<file path="config.mk">
export PLATFORM = sky130hd
export DESIGN_NAME = multicycle_controller
export DESIGN_NICKNAME = d
export VERILOG_FILES = /design/src/rtl/multicycle_controller.sv
export SDC_FILE = /design/constraint.sdc
export NUM_CORES = 1
export LEC_CHECK = 0
export ABC_CLOCK_PERIOD_IN_PS = 4200
export CELL_PAD_IN_SITES_DETAIL_PLACEMENT = 0
export CELL_PAD_IN_SITES_GLOBAL_PLACEMENT = 2
export CORE_MARGIN = 2
export CORE_UTILIZATION = 29
export CTS_BUF_LIST = sky130_fd_sc_hd__clkbuf_8
export DETAILED_ROUTE_END_ITERATION = 6
export PLACE_DENSITY_LB_ADDON = 0.1
export SLEW_MARGIN = 20
export SYNTH_ARGS = -nofsm -noshare
export SYNTH_HDL_FRONTEND = slang
export SYNTH_SLANG_ARGS = --single-unit
</file>
<file path="constraint.sdc">
create_clock -name clk -period 4.2 [get_ports clk]
set_input_delay 1.26 -clock clk [delete_from_list [all_inputs] [get_ports clk]]
set_output_delay 1.26 -clock clk [all_outputs]
set_load 0.01 [all_outputs]
</file>
<file path="src/rtl/multicycle_controller.sv">
// Control FSM for the shared-memory, shared-ALU multicycle MIPS-subset datapath.
// Moore-style decode per state, memory-ready stalls with a bounded wait,
// trap on illegal opcode or memory timeout, and a retired-instruction counter.
module multicycle_controller #(
   parameter int CNT_W    = 16,
   parameter int MAX_WAIT = 8
) (
   input  logic             clk,
   input  logic             reset,
   input  logic [5:0]       opcode,
   input  logic             zero,
   input  logic             mem_ready,
   output logic             PCWrite,
   output logic             PCWriteCond,
   output logic             IorD,
   output logic             MemRead,
   output logic             MemWrite,
   output logic             IRWrite,
   output logic             MemtoReg,
   output logic             RegWrite,
   output logic             RegDst,
   output logic             ALUSrcA,
   output logic [1:0]       ALUSrcB,
   output logic [1:0]       ALUOp,
   output logic [1:0]       PCSource,
   output logic             pc_en,
   output logic             retire,
   output logic [CNT_W-1:0] instr_count,
   output logic             trapped,
   output logic             mem_timeout,
   output logic [3:0]       state
);

   // wait counter only ever reaches MAX_WAIT-1 before a trap or a state change
   localparam int WW = (MAX_WAIT > 1) ? $clog2(MAX_WAIT) : 1;
   localparam logic [WW-1:0] WAIT_LAST = WW'(MAX_WAIT - 1);

   localparam logic [5:0] OP_RTYPE = 6'h00;
   localparam logic [5:0] OP_J     = 6'h02;
   localparam logic [5:0] OP_BEQ   = 6'h04;
   localparam logic [5:0] OP_LW    = 6'h23;
   localparam logic [5:0] OP_SW    = 6'h2B;

   typedef enum logic [3:0] {
      S_FETCH    = 4'd0,
      S_DECODE   = 4'd1,
      S_MEMADDR  = 4'd2,
      S_MEMREAD  = 4'd3,
      S_MEMWB    = 4'd4,
      S_MEMWRITE = 4'd5,
      S_EXECUTE  = 4'd6,
      S_RWB      = 4'd7,
      S_BRANCH   = 4'd8,
      S_JUMP     = 4'd9,
      S_TRAP     = 4'd10
   } state_t;

   typedef struct packed {
      logic       pc_write;
      logic       pc_write_cond;
      logic       i_or_d;
      logic       mem_read;
      logic       mem_write;
      logic       ir_write;
      logic       mem_to_reg;
      logic       reg_write;
      logic       reg_dst;
      logic       alu_src_a;
      logic [1:0] alu_src_b;
      logic [1:0] alu_op;
      logic [1:0] pc_source;
   } ctrl_t;

   state_t           state_q, state_d;
   logic [WW-1:0]    wait_q, wait_d;
   logic [CNT_W-1:0] count_q, count_d;
   logic             timeout_q, timeout_d;
   ctrl_t            ctrl;
   logic             retire_raw;
   logic             mem_state;

   // state, wait counter, retire counter and sticky timeout flag
   always_ff @(posedge clk or posedge reset) begin
      if (reset) begin
         state_q   <= S_FETCH;
         wait_q    <= '0;
         count_q   <= '0;
         timeout_q <= 1'b0;
      end else begin
         state_q   <= state_d;
         wait_q    <= wait_d;
         count_q   <= count_d;
         timeout_q <= timeout_d;
      end
   end

   // next state; a stalled memory state escalates to TRAP once the wait budget is spent
   always_comb begin
      state_d   = state_q;
      wait_d    = '0;
      timeout_d = timeout_q;
      mem_state = (state_q == S_FETCH) || (state_q == S_MEMREAD) || (state_q == S_MEMWRITE);
      case (state_q)
         S_FETCH:    if (mem_ready) state_d = S_DECODE;
         S_DECODE: begin
            case (opcode)
               OP_LW, OP_SW: state_d = S_MEMADDR;
               OP_RTYPE:     state_d = S_EXECUTE;
               OP_BEQ:       state_d = S_BRANCH;
               OP_J:         state_d = S_JUMP;
               default:      state_d = S_TRAP;
            endcase
         end
         // the instruction register still holds the opcode, so lw/sw split here
         S_MEMADDR:  state_d = (opcode == OP_LW) ? S_MEMREAD : S_MEMWRITE;
         S_MEMREAD:  if (mem_ready) state_d = S_MEMWB;
         S_MEMWRITE: if (mem_ready) state_d = S_FETCH;
         S_MEMWB, S_RWB, S_BRANCH, S_JUMP: state_d = S_FETCH;
         S_EXECUTE:  state_d = S_RWB;
         S_TRAP:     state_d = S_TRAP;
         default:    state_d = S_TRAP;
      endcase
      // ready wins: only a low mem_ready on the last tolerated cycle traps
      if (mem_state && !mem_ready) begin
         if (wait_q == WAIT_LAST) begin
            state_d   = S_TRAP;
            timeout_d = 1'b1;
         end else begin
            wait_d = wait_q + WW'(1);
         end
      end
      count_d = count_q + CNT_W'(retire);
   end

   // per-state datapath control decode and retire pulse
   always_comb begin
      ctrl       = '0;
      retire_raw = 1'b0;
      case (state_q)
         S_FETCH: begin
            ctrl.mem_read  = 1'b1;
            ctrl.alu_src_b = 2'b01;
            ctrl.ir_write  = mem_ready;
            ctrl.pc_write  = mem_ready;
         end
         S_DECODE:  ctrl.alu_src_b = 2'b11;
         S_MEMADDR: begin
            ctrl.alu_src_a = 1'b1;
            ctrl.alu_src_b = 2'b10;
         end
         S_MEMREAD: begin
            ctrl.mem_read = 1'b1;
            ctrl.i_or_d   = 1'b1;
         end
         S_MEMWB: begin
            ctrl.reg_write  = 1'b1;
            ctrl.mem_to_reg = 1'b1;
            retire_raw      = 1'b1;
         end
         S_MEMWRITE: begin
            ctrl.mem_write = 1'b1;
            ctrl.i_or_d    = 1'b1;
            retire_raw     = mem_ready;
         end
         S_EXECUTE: begin
            ctrl.alu_src_a = 1'b1;
            ctrl.alu_op    = 2'b10;
         end
         S_RWB: begin
            ctrl.reg_write = 1'b1;
            ctrl.reg_dst   = 1'b1;
            retire_raw     = 1'b1;
         end
         S_BRANCH: begin
            ctrl.alu_src_a     = 1'b1;
            ctrl.alu_op        = 2'b01;
            ctrl.pc_write_cond = 1'b1;
            ctrl.pc_source     = 2'b01;
            retire_raw         = 1'b1;
         end
         S_JUMP: begin
            ctrl.pc_write  = 1'b1;
            ctrl.pc_source = 2'b10;
            retire_raw     = 1'b1;
         end
         default: ;
      endcase
   end

   // everything the datapath sees is held low while reset is asserted
   assign {PCWrite, PCWriteCond, IorD, MemRead, MemWrite, IRWrite, MemtoReg,
           RegWrite, RegDst, ALUSrcA, ALUSrcB, ALUOp, PCSource} = reset ? '0 : ctrl;
   assign retire      = !reset && retire_raw;
   assign pc_en       = PCWrite | (PCWriteCond & zero);
   assign trapped     = !reset && (state_q == S_TRAP);
   assign instr_count = count_q;
   assign mem_timeout = timeout_q;
   assign state       = state_q;

endmodule

</file>
* After elaboration in Yosys (flattened, before gate mapping)
Cells that the tools add are included.
** Cells by class
- Reduce and logical (&&, ||, !) cells :: 16
- Bitwise gates (word level) :: 2
- Add/subtract/negate cells :: 2
- Eq/ne operators :: 15
- Multiplexer cells :: 25
** Operators with widths (number)
- case mux 4 bit (7 select lines) :: 1
- two-way mux 4 bit :: 5
- adder 16 x 1 -> 16 bit :: 1
- == test 4 x 3 -> 1 bit (second input constant) :: 4
- two-way mux 16 bit :: 1
- case mux 4 bit (4 select lines) :: 1
- == test 4 bit (second input constant) :: 3
- == test 6 bit (second input constant) :: 2
- two-way mux 1 bit :: 9
- two-way mux 3 bit :: 3
- == test 4 x 2 -> 1 bit (second input constant) :: 2
- case mux 2 bit (2 select lines) :: 2
- OR reduction 2 bit :: 4
- == test 6 x 2 -> 1 bit (second input constant) :: 1
- == test 6 x 3 -> 1 bit (second input constant) :: 1
- zero test 6 bit :: 1
- case mux 2 bit (3 select lines) :: 1
- == test 4 x 1 -> 1 bit (second input constant) :: 1
- zero test 4 bit :: 1
- case mux 1 bit (2 select lines) :: 2
- OR reduction 4 bit :: 1
- adder 3 x 1 -> 3 bit (second input constant) :: 1
- == test 3 bit (second input constant) :: 1
- logical AND 1 bit :: 3
- 6 further kinds :: 8
** Word-level totals
- Logic and storage cells :: 64
- Register bits after elaboration :: 24
- Input bits :: 10
- Output and inout port bits :: 40

* Longest topological paths before layout
- Depth in word-level cells :: 6
- Gate-level depth with buffers :: 10
- Gate-level depth less buffers :: 9

* Worst setup path before layout
Ideal clock, no wire load.
- Kind :: in2out
- Start :: input port reset
- End :: output port RegWrite
- Arrival time :: 2587 ps
- Required time :: 2940 ps
- Stages :: 4
- Setup slack :: 353 ps
- Path buffers :: 0
- Cell sequence :: inv_1 nand3_1 nor3_1 or2_1
** On the way
- Longest elaborated chain between the ends :: 1
** Ends and longest elaborated chain
- from (decl) :: RTL line 9 : input logic reset,
- two-way mux 16 bit :: RTL line 192 : RegWrite, RegDst, ALUSrcA, ALUSrcB, ALUOp, PCSource} = reset ? '0 : ctrl;
- to (decl) :: RTL line 20 : output logic RegWrite,
No other way between the ends.

* Worst setup path in the final report
- Start :: input port reset
- End :: output port ALUOp[0]
** On the way
- Longest elaborated chain between the ends :: 1
** Ends and longest elaborated chain
- two-way mux 16 bit :: RTL line 192
- to (decl) :: RTL line 24 : output logic [1:0] ALUOp,
No other way between the ends.

==> out/summary.md <==
GRT
- pin count of the biggest net entering global routing: 25
- GRT Resource Usage Total: 13.2%
- global-route wire length before repair: 5.70 mm
- antenna violations before repair: 0
- total congestion overflow: 0
- via count of the first global-routing pass: 1237

Clock network
- CTS tree: built
- Max clock buf depth: 2
- total number of clock tree sinks: 24
- clk_lat worst skew: 260 ps
- Clk pin slew, worst setup/hold paths: 80 ps
- buffer type at the clock tree root: clkbuf_8
- Num CTS Buffers: 3
- Post-CTS Setup Repair Bufs: 0
- H-Tree Depth: 1

Route
- uppermost layer routed: met4
- met1 layer wirelength in the final routing: 1.50 mm
- DRT Wirelength: 3.41 mm
- routed length per placed instance: 12.7 µm
- routed length on met3: 82 µm
- DRC marker count from the first detailed-route iteration: 29
- routed vias: 1261
- Detail Route Antenna Nets: 0
- metal2 WL: 1.79 mm
- Pre-Repair DR Iteration Count: 3
- # DRC: 0
- number of vias per cell: 4.69

STA
- final cycle utilization of the critical path: 97.0%
- timing-limited maximum frequency: 0.246 GHz
- Relative slew margins: 53.2%
- fin. max-slew vios: 0
- number of hold violations in the final report: 0
- setup violators final: 0
- unrepaired setup endpoints after global routing: no
- PnR worst setup slack: 128 ps
- final-layout setup total negative slack: 0 ps
- slew at the pin closest to its max-slew limit: 702 ps
- post-layout min period: 4070 ps
- Max Clock Skew: 3.17 ps

Worst hold path
- Worst Hold Launch: wait_q[0]
- Hold Crit Endpoint: wait_q[0]
- worst hold stages: 1
- worst hold path class: flop to flop

Power and ir drop
- VDD IR max: 0.0000981 V
- P_leak: 0.000909 µW
- Pwr Density: 190 mW/mm²

Critical path
- critical path buffer and inverter count: 3
- crit path capture type: output pin
- cell at the slowest stage of the critical path: clkdlybuf4s50_1
- biggest fanout along the worst timing path: 4
- top cell family by delay on the critical path: buffers and inverters
- FF-to-FF Start: state[0]
- worst-path cell chain: clkdlybuf4s50_1 > nor2_2 > nand2_1 > nor3_1 > buf_4 > clkdlybuf4s50_1
- r2r endpoint: instr_count[10]
- Req. time, crit path: 2940 ps
- Worst R2R Setup Slack: 1600 ps
- Reg2Reg Depth: 10
- type of the worst setup path: input port to output pin
- Setup crit start kind: input port
- data arrival time of the worst path: 2810 ps
- critical path's most frequent cell: clkdlybuf4s50_1
- peak per-stage delay on the critical path: 530 ps

Final layout
- layout overhead on the synthesized area: 43.5%
- number of antenna diodes: 0
- final-stage net count: 218
- proportion of layout cells with a drive suffix above 1: 10.9%

Synth
- compound-gate portion of the synthesized area: 10.0%
- xor and xnor area share after synthesis: 10.4%
- count of unique library cells instantiated by Yosys: 42
- share of synthesized area spent on multiplexers: 0.785%
- mean instance size in the synthesized netlist: 9.56 µm²
- share of the yosys chip area belonging to registers: 41.9%
- library cell occupying the most area in the post-synthesis netlist: dfrtp_1
- number of enable flip-flop cells after synthesis: 0
- fraction of synthesized cell area taken by the top area cell type: 41.9%
- Simple-Gate Fraction of Synth Area: 27.0%
- FF+latch count, synth: 24
- share of flip-flops with an asynchronous set or reset after synthesis: 100%
- post-synthesis cell count: 150
- Post-synth top cells: dfrtp_1 (24), nor2_1 (14), nand2_1 (12), xnor2_1 (12), nor3_1 (8)
- most area-consuming cells after synthesis: dfrtp_1 (42%), xnor2_1 (7.3%), nor2_1 (3.7%)
- area of the mapped netlist: 0.00143 mm²
- most frequently used cell type in the post-synthesis netlist: dfrtp_1
- post-synthesis net count: 164
- Syn. warnings: 0
- post-synthesis adder-cell area fraction: 3.49%
- combinational family with the most area after synthesis: simple AND/OR/NAND/NOR gates
- Post-synth top flop: dfrtp_1

Die
- horizontal extent of the die: 74.3 µm
- IO Pins: 50
- starting utilization of the core area: 30.2%
- Total Die Area: 0.00552 mm²
- count of standard-cell rows: 25
- die height: 74.3 µm
- core box area: 0.00475 mm²

Place
- worst-case setup slack after placement: -45.9 ps
- estimated wirelength of the detail-placed design: 2.59 mm
- port bufs: 49
- GPL Wtd Cong: 0.799

Outcome
- run status: finished, final reports clean

Flow run
- max-cap violations: 0

[cells in the final DEF (no fill, tap or decap), types with 2 or more instances in the layout]
master | netlist | final
nor2_1 | 14 | 13
xor2_1 | 5 | 5
dlygate4sd2_1 | 0 | 2
a211oi_1 | 2 | 2
o21ai_0 | 4 | 4
nand3b_1 | 2 | 2
and3_1 | 5 | 5
ha_1 | 4 | 4
nor3_1 | 8 | 7
inv_1 | 4 | 4
buf_4 | 3 | 9
dlymetal6s2s_1 | 1 | 2
nand3_1 | 7 | 7
nand4_1 | 4 | 4
clkdlybuf4s50_1 | 0 | 45
a21oi_1 | 4 | 4
and2_1 | 2 | 2
a21o_1 | 2 | 2
nor4_1 | 4 | 4
dfrtp_1 | 24 | 24
or2_1 | 2 | 2
nand2_1 | 12 | 12
xnor2_1 | 12 | 12
o311ai_0 | 2 | 2
clkbuf_8 | 0 | 3
nand2b_1 | 2 | 2
[flip-flops by register name, summed over array words and instances, names as in the netlist]
signal,cells
instr_count,16
state,4
wait_q,3
mem_timeout,1
[cells by family after synthesis]
| logic type | after synthesis |
|---|---|
| DFF | 24 |
| adders and majority gates | 4 |
| AOI/OAI and AO/OA | 21 |
| buffers and inverters | 14 |
| xor gates and xnor gates | 17 |
| muxes | 1 |
| and+or+nand+nor | 69 |
[worst max path at each step]
stage / slack (ps) / startpoint / endpoint / depth (start not counted)
2_1_floorplan: 350 / reset / RegWrite / 4
3_3_place_gp: -60 / mem_ready / pc_en / 7
3_5_place_dp: -50 / mem_ready / pc_en / 7
4_1_cts: 0.8 / mem_ready / retire / 6
5_1_grt: 6 / reset / MemWrite / 6
6_report: 130 / reset / ALUOp[0] / 6
[timing repair]
action,CTS,global route
pin swaps,1,0
hold endpoints to repair,0,0
endpoints found under the setup margin,1,5
gates resized for setup,3,4
hold buffers,0,0
[worst register-to-register path: stages (launching register included)]
cell     delay, ps
dfrtp_1        740
inv_2          120
nor2_1         190
nand3_1        100
a21oi_1        230
buf_4          130
ha_1           170
ha_1           240
nand3_1        180
nor3_1         250
xor2_1         170
[cell type report]
cell class,count,area [µm²]
fillers,508,2700
multi-input cells,112,753
flip-flops and latches,24,601
repair buffers,58,561
well taps,67,83.8
clock buffers,3,41.3
inverters,5,18.8
[stage by stage]
stage | hold WS [ps] | util (%) | instances | instance area (µm²) | total power, µW
2_1_floorplan | 414 | - | 150 | 1430 | 245
3_3_place_gp | 426 | 42.1 | 266 | 2000 | 265
3_5_place_dp | 443 | 42.1 | 266 | 2000 | 265
4_1_cts | 453 | 43.0 | 269 | 2050 | 400
5_1_grt | 475 | 43.3 | 269 | 2060 | 409
6_report | 449 | 43.3 | 269 | 2060 | 390
[power breakdown]
group | switching, µW | leakage (µW) | internal (µW)
clock | 66.0 | 0.0000216 | 63.9
combinational | 14.0 | 0.000565 | 14.8
sequential | 0.281 | 0.000323 | 231
[routing by layer]
metal,up-vias,global-route usage (%)
met2,24,23.2
met1,602,16.2
li1,633,-
met4,0,5.95
met3,2,1.36
met5,-,0
Power figures use the tool's default switching activity.
